## src/rtl/mfda_valve_sequencer.sv

```systemverilog
// Control-layer sequencer for MFDA chips: drives the control valve, peristaltic pump
// and flush pads from one command port. It also provides timed pump strokes and a timed flush.
module mfda_valve_sequencer #(
    parameter int unsigned N_CTRL       = 13,
    parameter int unsigned N_PUMP       = 2,
    parameter int unsigned CNT_W        = 16,
    parameter int unsigned FLUSH_CYCLES = 64
) (
    input  logic                  clk,
    input  logic                  rst_n,
    input  logic                  cmd_valid,
    output logic                  cmd_ready,
    input  logic [1:0]            cmd_op,
    input  logic [N_CTRL-1:0]     cmd_mask,
    input  logic [N_PUMP-1:0]     cmd_pump_sel,
    input  logic [CNT_W-1:0]      cmd_period,
    input  logic [CNT_W-1:0]      cmd_strokes,
    input  logic                  abort,
    output logic [N_CTRL-1:0]     pad_ctrl,
    output logic [3*N_PUMP-1:0]   pad_pump,
    output logic [N_CTRL-1:0]     pad_flush_ctrl,
    output logic [3*N_PUMP-1:0]   pad_flush_pump,
    output logic                  busy,
    output logic                  done,
    output logic [CNT_W-1:0]      stroke_count
);

    localparam int unsigned      PUMP_W     = 3 * N_PUMP;
    localparam logic [CNT_W-1:0] FLUSH_LAST = CNT_W'(FLUSH_CYCLES - 1);

    typedef enum logic [1:0] {
        ST_IDLE,
        ST_PUMP,
        ST_FLUSH
    } state_t;

    typedef enum logic [1:0] {
        OP_SET_CTRL = 2'd0,
        OP_PUMP     = 2'd1,
        OP_FLUSH    = 2'd2,
        OP_RSVD     = 2'd3
    } op_t;

    state_t              state, state_nxt;
    logic [N_CTRL-1:0]   ctrl_hold, ctrl_hold_nxt;
    logic [CNT_W-1:0]    period_r, period_nxt;
    logic [CNT_W-1:0]    strokes_r, strokes_nxt;
    logic [N_PUMP-1:0]   sel_r, sel_nxt;
    logic [2:0]          phase, phase_nxt;
    logic [CNT_W-1:0]    phase_cnt, phase_cnt_nxt;
    logic [CNT_W-1:0]    flush_cnt, flush_cnt_nxt;

    logic                cmd_ready_nxt;
    logic [N_CTRL-1:0]   pad_ctrl_nxt;
    logic [PUMP_W-1:0]   pad_pump_nxt;
    logic [N_CTRL-1:0]   pad_flush_ctrl_nxt;
    logic [PUMP_W-1:0]   pad_flush_pump_nxt;
    logic                busy_nxt;
    logic                done_nxt;
    logic [CNT_W-1:0]    stroke_count_nxt;

    logic [CNT_W-1:0]    phase_last;
    logic [CNT_W-1:0]    stroke_inc;
    logic                terminal;
    logic                finish;

    // Gray-like valve walk {v2,v1,v0}; adjacent phases differ by one valve.
    function automatic logic [2:0] phase_pattern(input logic [2:0] ph);
        logic [2:0] p;
        case (ph)
            3'd0:    p = 3'b011;
            3'd1:    p = 3'b001;
            3'd2:    p = 3'b101;
            3'd3:    p = 3'b100;
            3'd4:    p = 3'b110;
            3'd5:    p = 3'b010;
            default: p = 3'b111;
        endcase
        return p;
    endfunction

    function automatic logic [PUMP_W-1:0] pump_pads(input logic [2:0]        ph,
                                                   input logic [N_PUMP-1:0] sel);
        logic [PUMP_W-1:0] r;
        r = '1;
        for (int unsigned k = 0; k < N_PUMP; k++) begin
            if (sel[k]) r[3*k +: 3] = phase_pattern(ph);
        end
        return r;
    endfunction

    always_ff @(posedge clk or negedge rst_n) begin
        if (!rst_n) begin
            state          <= ST_IDLE;
            ctrl_hold      <= '0;
            period_r       <= '0;
            strokes_r      <= '0;
            sel_r          <= '0;
            phase          <= '0;
            phase_cnt      <= '0;
            flush_cnt      <= '0;
            cmd_ready      <= 1'b1;
            pad_ctrl       <= '0;
            pad_pump       <= '1;
            pad_flush_ctrl <= '0;
            pad_flush_pump <= '0;
            busy           <= 1'b0;
            done           <= 1'b0;
            stroke_count   <= '0;
        end else begin
            state          <= state_nxt;
            ctrl_hold      <= ctrl_hold_nxt;
            period_r       <= period_nxt;
            strokes_r      <= strokes_nxt;
            sel_r          <= sel_nxt;
            phase          <= phase_nxt;
            phase_cnt      <= phase_cnt_nxt;
            flush_cnt      <= flush_cnt_nxt;
            cmd_ready      <= cmd_ready_nxt;
            pad_ctrl       <= pad_ctrl_nxt;
            pad_pump       <= pad_pump_nxt;
            pad_flush_ctrl <= pad_flush_ctrl_nxt;
            pad_flush_pump <= pad_flush_pump_nxt;
            busy           <= busy_nxt;
            done           <= done_nxt;
            stroke_count   <= stroke_count_nxt;
        end
    end

    always_comb begin
        state_nxt          = state;
        ctrl_hold_nxt      = ctrl_hold;
        period_nxt         = period_r;
        strokes_nxt        = strokes_r;
        sel_nxt            = sel_r;
        phase_nxt          = phase;
        phase_cnt_nxt      = phase_cnt;
        flush_cnt_nxt      = flush_cnt;
        pad_ctrl_nxt       = pad_ctrl;
        pad_pump_nxt       = pad_pump;
        pad_flush_ctrl_nxt = pad_flush_ctrl;
        pad_flush_pump_nxt = pad_flush_pump;
        busy_nxt           = busy;
        done_nxt           = 1'b0;
        stroke_count_nxt   = stroke_count;
        terminal           = 1'b0;
        finish             = 1'b0;
        phase_last         = (period_r > CNT_W'(1)) ? period_r - CNT_W'(1) : '0;
        stroke_inc         = (stroke_count == '1) ? stroke_count : stroke_count + CNT_W'(1);

        case (state)
            ST_IDLE: begin
                if (cmd_valid && cmd_ready) begin
                    case (op_t'(cmd_op))
                        OP_SET_CTRL: begin
                            ctrl_hold_nxt = cmd_mask;
                            pad_ctrl_nxt  = cmd_mask;
                            done_nxt      = 1'b1;
                        end
                        OP_PUMP: begin
                            period_nxt       = cmd_period;
                            strokes_nxt      = cmd_strokes;
                            sel_nxt          = cmd_pump_sel;
                            stroke_count_nxt = '0;
                            phase_nxt        = '0;
                            phase_cnt_nxt    = '0;
                            pad_pump_nxt     = pump_pads(3'd0, cmd_pump_sel);
                            busy_nxt         = 1'b1;
                            state_nxt        = ST_PUMP;
                        end
                        OP_FLUSH: begin
                            flush_cnt_nxt      = '0;
                            pad_flush_ctrl_nxt = '1;
                            pad_flush_pump_nxt = '1;
                            pad_ctrl_nxt       = '0;
                            pad_pump_nxt       = '0;
                            busy_nxt           = 1'b1;
                            state_nxt          = ST_FLUSH;
                        end
                        default: done_nxt = 1'b1;
                    endcase
                end
            end

            ST_PUMP: begin
                // The stroke still counts when abort lands on the wrap edge, so a
                // same-cycle abort and terminal count report the full stroke.
                if (phase_cnt == phase_last) begin
                    phase_cnt_nxt = '0;
                    if (phase == 3'd5) begin
                        phase_nxt        = 3'd0;
                        stroke_count_nxt = stroke_inc;
                        terminal         = (strokes_r != '0) && (stroke_inc == strokes_r);
                    end else begin
                        phase_nxt = phase + 3'd1;
                    end
                end else begin
                    phase_cnt_nxt = phase_cnt + CNT_W'(1);
                end
                finish = abort || terminal;
                if (finish) begin
                    pad_pump_nxt = '1;
                    busy_nxt     = 1'b0;
                    done_nxt     = 1'b1;
                    state_nxt    = ST_IDLE;
                end else begin
                    pad_pump_nxt = pump_pads(phase_nxt, sel_r);
                end
            end

            ST_FLUSH: begin
                finish = abort || (flush_cnt == FLUSH_LAST);
                if (finish) begin
                    pad_flush_ctrl_nxt = '0;
                    pad_flush_pump_nxt = '0;
                    pad_ctrl_nxt       = ctrl_hold;
                    pad_pump_nxt       = '1;
                    busy_nxt           = 1'b0;
                    done_nxt           = 1'b1;
                    state_nxt          = ST_IDLE;
                end else begin
                    flush_cnt_nxt = flush_cnt + CNT_W'(1);
                end
            end

            default: state_nxt = ST_IDLE;
        endcase

        cmd_ready_nxt = (state_nxt == ST_IDLE);
    end

endmodule

```

## config.mk

```make
export PLATFORM = sky130hd
export DESIGN_NAME = mfda_valve_sequencer
export DESIGN_NICKNAME = d
export VERILOG_FILES = /design/src/rtl/mfda_valve_sequencer.sv
export SDC_FILE = /design/constraint.sdc
export NUM_CORES = 1
export LEC_CHECK = 0
export BUFFER_PORTS_ARGS = -buffer_cell sky130_fd_sc_hd__buf_4
export CAP_MARGIN = 20
export CORE_UTILIZATION = 40
export DETAILED_ROUTE_END_ITERATION = 6
export GPL_ROUTABILITY_DRIVEN = 0
export HOLD_SLACK_MARGIN = 0.05
export PLACE_DENSITY_LB_ADDON = 0.1
export RECOVER_POWER = 100
export SLEW_MARGIN = 20
export SYNTH_ARGS = -nofsm -noshare
export SYNTH_HDL_FRONTEND = slang
export SYNTH_SLANG_ARGS = --single-unit
```

## constraint.sdc

```tcl
create_clock -name clk -period 3.32 [get_ports clk]
set_input_delay 0.332 -clock clk [delete_from_list [all_inputs] [get_ports clk]]
set_output_delay 0.332 -clock clk [all_outputs]
set_load 0.01 [all_outputs]
```

Word level (Yosys, flattened, before mapping)
Index checks and enable logic that the tools add are counted.
{"block": "classes", "reduce_logical": 22, "mux": 59, "n_mul": 0, "order_cmp": 1, "addsub": 5, "div": 0, "shifts": 0, "n_bitwise": 0, "n_eq_ne": 25}
{"op": "16-bit 2-to-1 mux", "n": 10}
{"op": "16-bit one-hot mux with 2 select lines", "n": 3}
{"op": "13-bit one-hot mux with 2 select lines", "n": 3}
{"op": "13-bit 2-to-1 mux", "n": 5}
{"op": "16-bit by 1-bit adder with 16-bit output (second input constant)", "n": 3}
{"op": "6-bit 2-to-1 mux", "n": 6}
{"op": "16-bit equality test", "n": 2}
{"op": "3-bit 2-to-1 mux", "n": 9}
{"op": "6-bit one-hot mux with 2 select lines", "n": 2}
{"op": "3-bit one-hot mux with 6 select lines", "n": 1}
{"op": "6-bit one-hot mux with 3 select lines", "n": 1}
{"op": "16-bit equality test (second input constant)", "n": 1}
{"op": "16-bit by 6-bit equality test with 1-bit output (second input constant)", "n": 1}
{"op": "16-bit by 1-bit greater-than comparator with 1-bit output (second input constant)", "n": 1}
{"op": "4-bit AND reduction", "n": 4}
{"op": "16-bit nonzero test", "n": 1}
{"op": "16-bit by 1-bit subtractor with 16-bit output (second input constant)", "n": 1}
{"op": "2-bit inequality test (second input constant)", "n": 7}
{"op": "1-bit 2-to-1 mux", "n": 11}
{"op": "5-bit AND reduction", "n": 2}
{"op": "3-bit equality test (second input constant)", "n": 3}
{"op": "3-bit AND reduction", "n": 3}
{"op": "3-bit by 2-bit equality test with 1-bit output (second input constant)", "n": 2}
{"op": "2-bit logical NOT", "n": 3}
{"op": "17 further kinds", "n": 27}
{"block": "word_totals", "latch_bits": 0, "reg_bits": 141, "in_bits": 53, "wordCells": 128, "romBits": 0, "ram_bits": 0, "memories": 0, "output_inout_bits": 57}

Depth between registers and ports, before layout
{"block": "depth", "word_depth": 11, "mapped_depth": 15, "depth_no_buf": 12}

Worst setup path after synthesis
Ideal clock, no wire load.
{"block": "synth_path", "path_kind": "reg-to-reg", "from": "register period_r[0]", "to": "register stroke_count[0]", "setup_ps": 125, "path_slack_ps": 221, "path_stages_with_launch": 14, "path_buffers": 1, "synth_period_minus_slack_ps": 3099, "t_arrival_ps": 2974, "t_required_ps": 3195, "path_cell_list": "dfrtp_1 -> inv_1 -> ha_1 -> nor4b_1 -> nand2_1 -> xor2_1 -> mux2_2 -> o32ai_1 -> and4_1 -> and3_1 -> buf_6 -> nand3_2 -> a21o_1 -> mux2_2"}
{"block": "synth_between", "elab_chain_cells": 5, "word_cells_on_any_way": 6, "classes_between": "1 x add/sub; 1 x order compare; 2 x eq/ne; 1 x mux; 1 x reduce/logical"}
{"item": "start: declaration", "line_no": "46", "rtl": "logic [CNT_W-1:0] period_r, period_nxt;"}
{"item": "start signal: assignment", "line_no": "113", "rtl": "period_r <= period_nxt;"}
{"item": "16-bit by 1-bit subtractor with 16-bit output or 16-bit by 1-bit greater-than comparator with 1-bit output (tied branches)", "line_no": "148", "rtl": "phase_last = (period_r > CNT_W'(1)) ? period_r - CNT_W'(1) : '0;"}
{"item": "16-bit 2-to-1 mux *", "line_no": "148"}
{"item": "16-bit equality test *", "line_no": "188", "rtl": "if (phase_cnt == phase_last) begin"}
{"item": "2-bit inequality test (no source line) *"}
{"item": "5-bit AND reduction (no source line) *"}
{"item": "end signal: assignment", "line_no": "126", "rtl": "stroke_count <= stroke_count_nxt;"}
{"item": "end: declaration", "line_no": "25", "rtl": "output logic [CNT_W-1:0] stroke_count"}
Every way passes the cells marked *; elsewhere a longest branch is shown, timed or not.
A chain may end at the register's enable or synchronous reset.

Worst setup path after layout
{"block": "layout_path", "from": "register period_r[0]", "to": "register pad_pump[0]"}
{"block": "layout_between", "elab_chain_cells": 10, "word_cells_on_any_way": 19, "classes_between": "1 x add/sub; 1 x order compare; 6 x eq/ne; 9 x mux; 2 x reduce/logical"}
{"item": "16-bit by 1-bit subtractor with 16-bit output or 16-bit by 1-bit greater-than comparator with 1-bit output (tied branches)", "line_no": "148"}
{"item": "16-bit 2-to-1 mux *", "line_no": "148"}
{"item": "16-bit equality test *", "line_no": "188"}
{"item": "3-bit 2-to-1 mux", "line_no": "188"}
{"item": "3-bit 2-to-1 mux", "line_no": "151", "rtl": "case (state)"}
{"item": "3-bit equality test (tied with other cells)", "line_no": "70", "rtl": "case (ph)"}
{"item": "3-bit one-hot mux with 6 select lines", "line_no": "70"}
{"item": "3-bit 2-to-1 mux", "line_no": "87", "rtl": "if (sel[k]) r[3*k +: 3] = phase_pattern(ph);"}
{"item": "6-bit 2-to-1 mux *", "line_no": "201", "rtl": "if (finish) begin"}
{"item": "6-bit one-hot mux with 3 select lines *", "line_no": "151"}
{"item": "end signal: assignment", "line_no": "121", "rtl": "pad_pump <= pad_pump_nxt;"}
{"item": "end: declaration", "line_no": "20", "rtl": "output logic [3*N_PUMP-1:0] pad_pump,"}
Every way passes the cells marked *; elsewhere a longest branch is shown, timed or not. The select of a mux whose other input is x is not followed.

==> results.sh <==
export IMPL_ioPinCount=110
export IMPL_failed_checks="DRC"
export IMPL_yosys_top_cells_count="dfrtp_1, nor2_1, a21oi_1, nand2_1, mux2_2"
export IMPL_powerDensity_mw_per_mm2=783
export IMPL_tightestPinTransition_ns=1.30
export IMPL_finalSetupViolCount=0
export IMPL_grt_pass1_wl_mm=32.6
export IMPL_fin_worst_skew_ns=0.0120
export IMPL_synth_seq_cells=123
export IMPL_timing_hold_violations_final=0
export IMPL_num_rows=49
export IMPL_grt_usage=0.215
export IMPL_power_w=0.00726
export IMPL_io_buffer_count=109
export IMPL_path_common_cell="buf_4"
export IMPL_nets=981
export IMPL_synthTopCellsByArea="dfrtp_1, mux2_2, xor2_1"
export IMPL_fin_crit_ns=3.25
export IMPL_slew_headroom=0.134
export IMPL_drt_pass1_iterations=7
export IMPL_avgSynthCellArea_um2=9.47
export IMPL_path_class="reg -> reg"
export IMPL_cp_cell_sequence="buf_4, ha_1, or2_2, and2_1, and4_4, o32ai_1, nand3b_4, nor4_4, and3_4, buf_4, a31oi_1, buf_4, and2_1, a31oi_1"
export IMPL_antenna_found_initial=0
export IMPL_final_core_util=0.513
export IMPL_drc=22
export IMPL_fmax_mhz=307
export IMPL_synth_most_common_cell="dfrtp_1"
export IMPL_diodes=0
export IMPL_antenna_left=0
export IMPL_core_area_mm2=0.0181
export IMPL_syn_num_nets=849
export IMPL_start_kind="flip-flop"
export IMPL_cts_buffer_depth=2
export IMPL_synth_seq_area_share=0.416
export IMPL_dpl_instance_area_mm2=0.00866
export IMPL_fin_crit_sh=0.980
export IMPL_clock_root_buffer="clkbuf_16"
export IMPL_design_die_area_mm2=0.0191
export IMPL_dp_hpwl_mm=14.6
export IMPL_htree_levels=4
export IMPL_synth_edf_count=0
export IMPL_ys_flop_type="dfrtp_1"
export IMPL_drt_wl_total_mm=20.4
export IMPL_maxSlewViolCount=0
export IMPL_clk_pin_slew_worst_paths_ns=0.06
export IMPL_yosysWarningCount=0
export IMPL_design_area_mm2=0.00928
export IMPL_cp_end_kind="flip-flop"
export IMPL_cts_sinks=123
export IMPL_p_leak_nw=3.96
export IMPL_synth_cell_types=71
export IMPL_async_flop_share=1.00
export IMPL_slowest_delay_ns=0.39
export IMPL_die_x_um=138
export IMPL_cts_buffers=17
export IMPL_syn_to_final_growth_pct=25.0
export IMPL_grt_ovfl_total=0
export IMPL_yosys_area_top_type="dfrtp_1"
export IMPL_clk_latency_ns=0.42
export IMPL_yosysTopAreaCellShare=0.391
export IMPL_syn_inst=784
export IMPL_grt_start_max_net_pins=75
export IMPL_start_util=0.410
export IMPL_vias_per_cell=5.69
export IMPL_netlist_area_mm2=0.00742
export IMPL_crit_required_ns=3.65
export IMPL_drt_iter0_markers=607
export IMPL_rsz0062_at_grt="yes"
export IMPL_cp_arrival_ns=3.59
export IMPL_cts_tree="built"
export IMPL_holdCritPathClass="in -> reg"
export IMPL_drive_above_1_share=0.279
export IMPL_crit_path_top_delay_cell="o32ai_1"
export IMPL_maxCapViolCount=0
export IMPL_path_max_fanout=5
export IMPL_grt_pass1_vias=6292
export IMPL_vdd_ir_drop_max_mv=0.501
export IMPL_status="complete, but fails checks"
export IMPL_wl_per_cell_um=17.6
export IMPL_num_vias=6590
export IMPL_die_y_um=138
-- routing by layer --
layer,up-vias,global-route usage,routed length (um)
met5,-,0,0
met3,31,0.0430,1110
met1,3226,0.290,9210
li1,3105,-,-
met4,0,0.0834,343
met2,228,0.340,9720
-- repair_timing --
item,4_1_cts,5_1_grt
endpoints found under the hold margin,44,0
endpoints found under the setup margin,20,30
resized for setup,5,32
gates cloned,0,0
buffers inserted,0,6
hold buffers,1,0
pin swaps,0,9
-- critical path, delay by kind of cell, from the launching register on --
family	cells	cell delay [ns]
compound gates	3	0.76
fa+ha+maj	1	0.19
buf+inv	3	0.48
flops	1	0.38
simple gates	7	1.35
-- registers in the layout (all words and copies together), names as in the netlist --
name	count
flush_cnt	16
period_r	16
phase_cnt	16
stroke_count	16
strokes_r	16
ctrl_hold	13
pad_ctrl	13
pad_pump	6
phase	3
sel_r	2
state	2
busy	1
cmd_ready	1
done	1
pad_flush_ctrl	1
-- cells in the final DEF, fill, tap and decap left out, types with 4 or more instances in the layout --
cell        instances
xnor2_1            26
and4b_1             4
and3_1              9
o21a_1              7
nand3b_1            7
clkbuf_16          17
dfrtp_1           114
nand3_1            34
mux2_2             51
o21ai_0            29
nand4_1            24
or2_2               5
and2_1              9
clkinvlp_4          4
nor4_2              5
xor2_1             33
a211o_1             5
buf_4             126
nand2b_1            8
inv_6               5
and4_1              5
a31oi_1            11
a22oi_1            15
or3_1               7
nor2_1             65
dfstp_1             5
or4_1               6
inv_1              16
clkbuf_1           42
ha_1               11
nor4_1              9
nand2_1            54
a21oi_1            53
nor3_1              9
o31ai_1             7
o211ai_1            6
-- through the flow --
step	std cells	setup WS (ns)	setup TNS (ns)	hold slack, ns
2_1_floorplan	784	0.221	0	0.0364
3_3_place_gp	1119	-0.0440	-0.0451	0.403
3_5_place_dp	1119	-0.0798	-0.698	0.421
4_1_cts	1152	0.0214	0	0.122
5_1_grt	1158	-0.0291	-0.206	0.121
6_report	1158	0.0669	0	0.137
-- where the power goes --
group | internal (W) | total, W | switching (W)
sequential | 0.00199 | 0.00245 | 0.000456
clock | 0.00112 | 0.00185 | 0.000733
combinational | 0.00137 | 0.00296 | 0.00159
total | 0.00449 | 0.00726 | 0.00278
-- path summary, 6_finish.rpt --
check / startpoint / to / slack, ns / depth (start not counted)
max reg2reg: period_r[0] / pad_pump[0] / 0.07 / 14
min: cmd_period[15] / period_r[15] / 0.14 / 2
max in group asynchronous: rst_n / period_r[5] / 0.79 / 3
min in group asynchronous: rst_n / flush_cnt[6] / 0.73 / 2
max: period_r[0] / pad_pump[0] / 0.07 / 14
min reg2reg: sel_r[1] / sel_r[1] / 0.51 / 1
-- layout make-up --
type	count	area (um2)
timing repair buffer	172	1140
inverter	18	67.6
clock inverter	14	159
tap	229	287
clock buffer	18	429
sequential	123	3090
fill	1690	8810
multi-input combinational	584	4110
-- cell families after synthesis --
logic type | synth area share
fa+ha+maj | 0.0202
buf+inv | 0.0504
mux | 0.0828
flops | 0.416
simple gates | 0.211
xor+xnor | 0.0750
compound gates | 0.144
No activity file was read; power rests on OpenSTA's default activity.
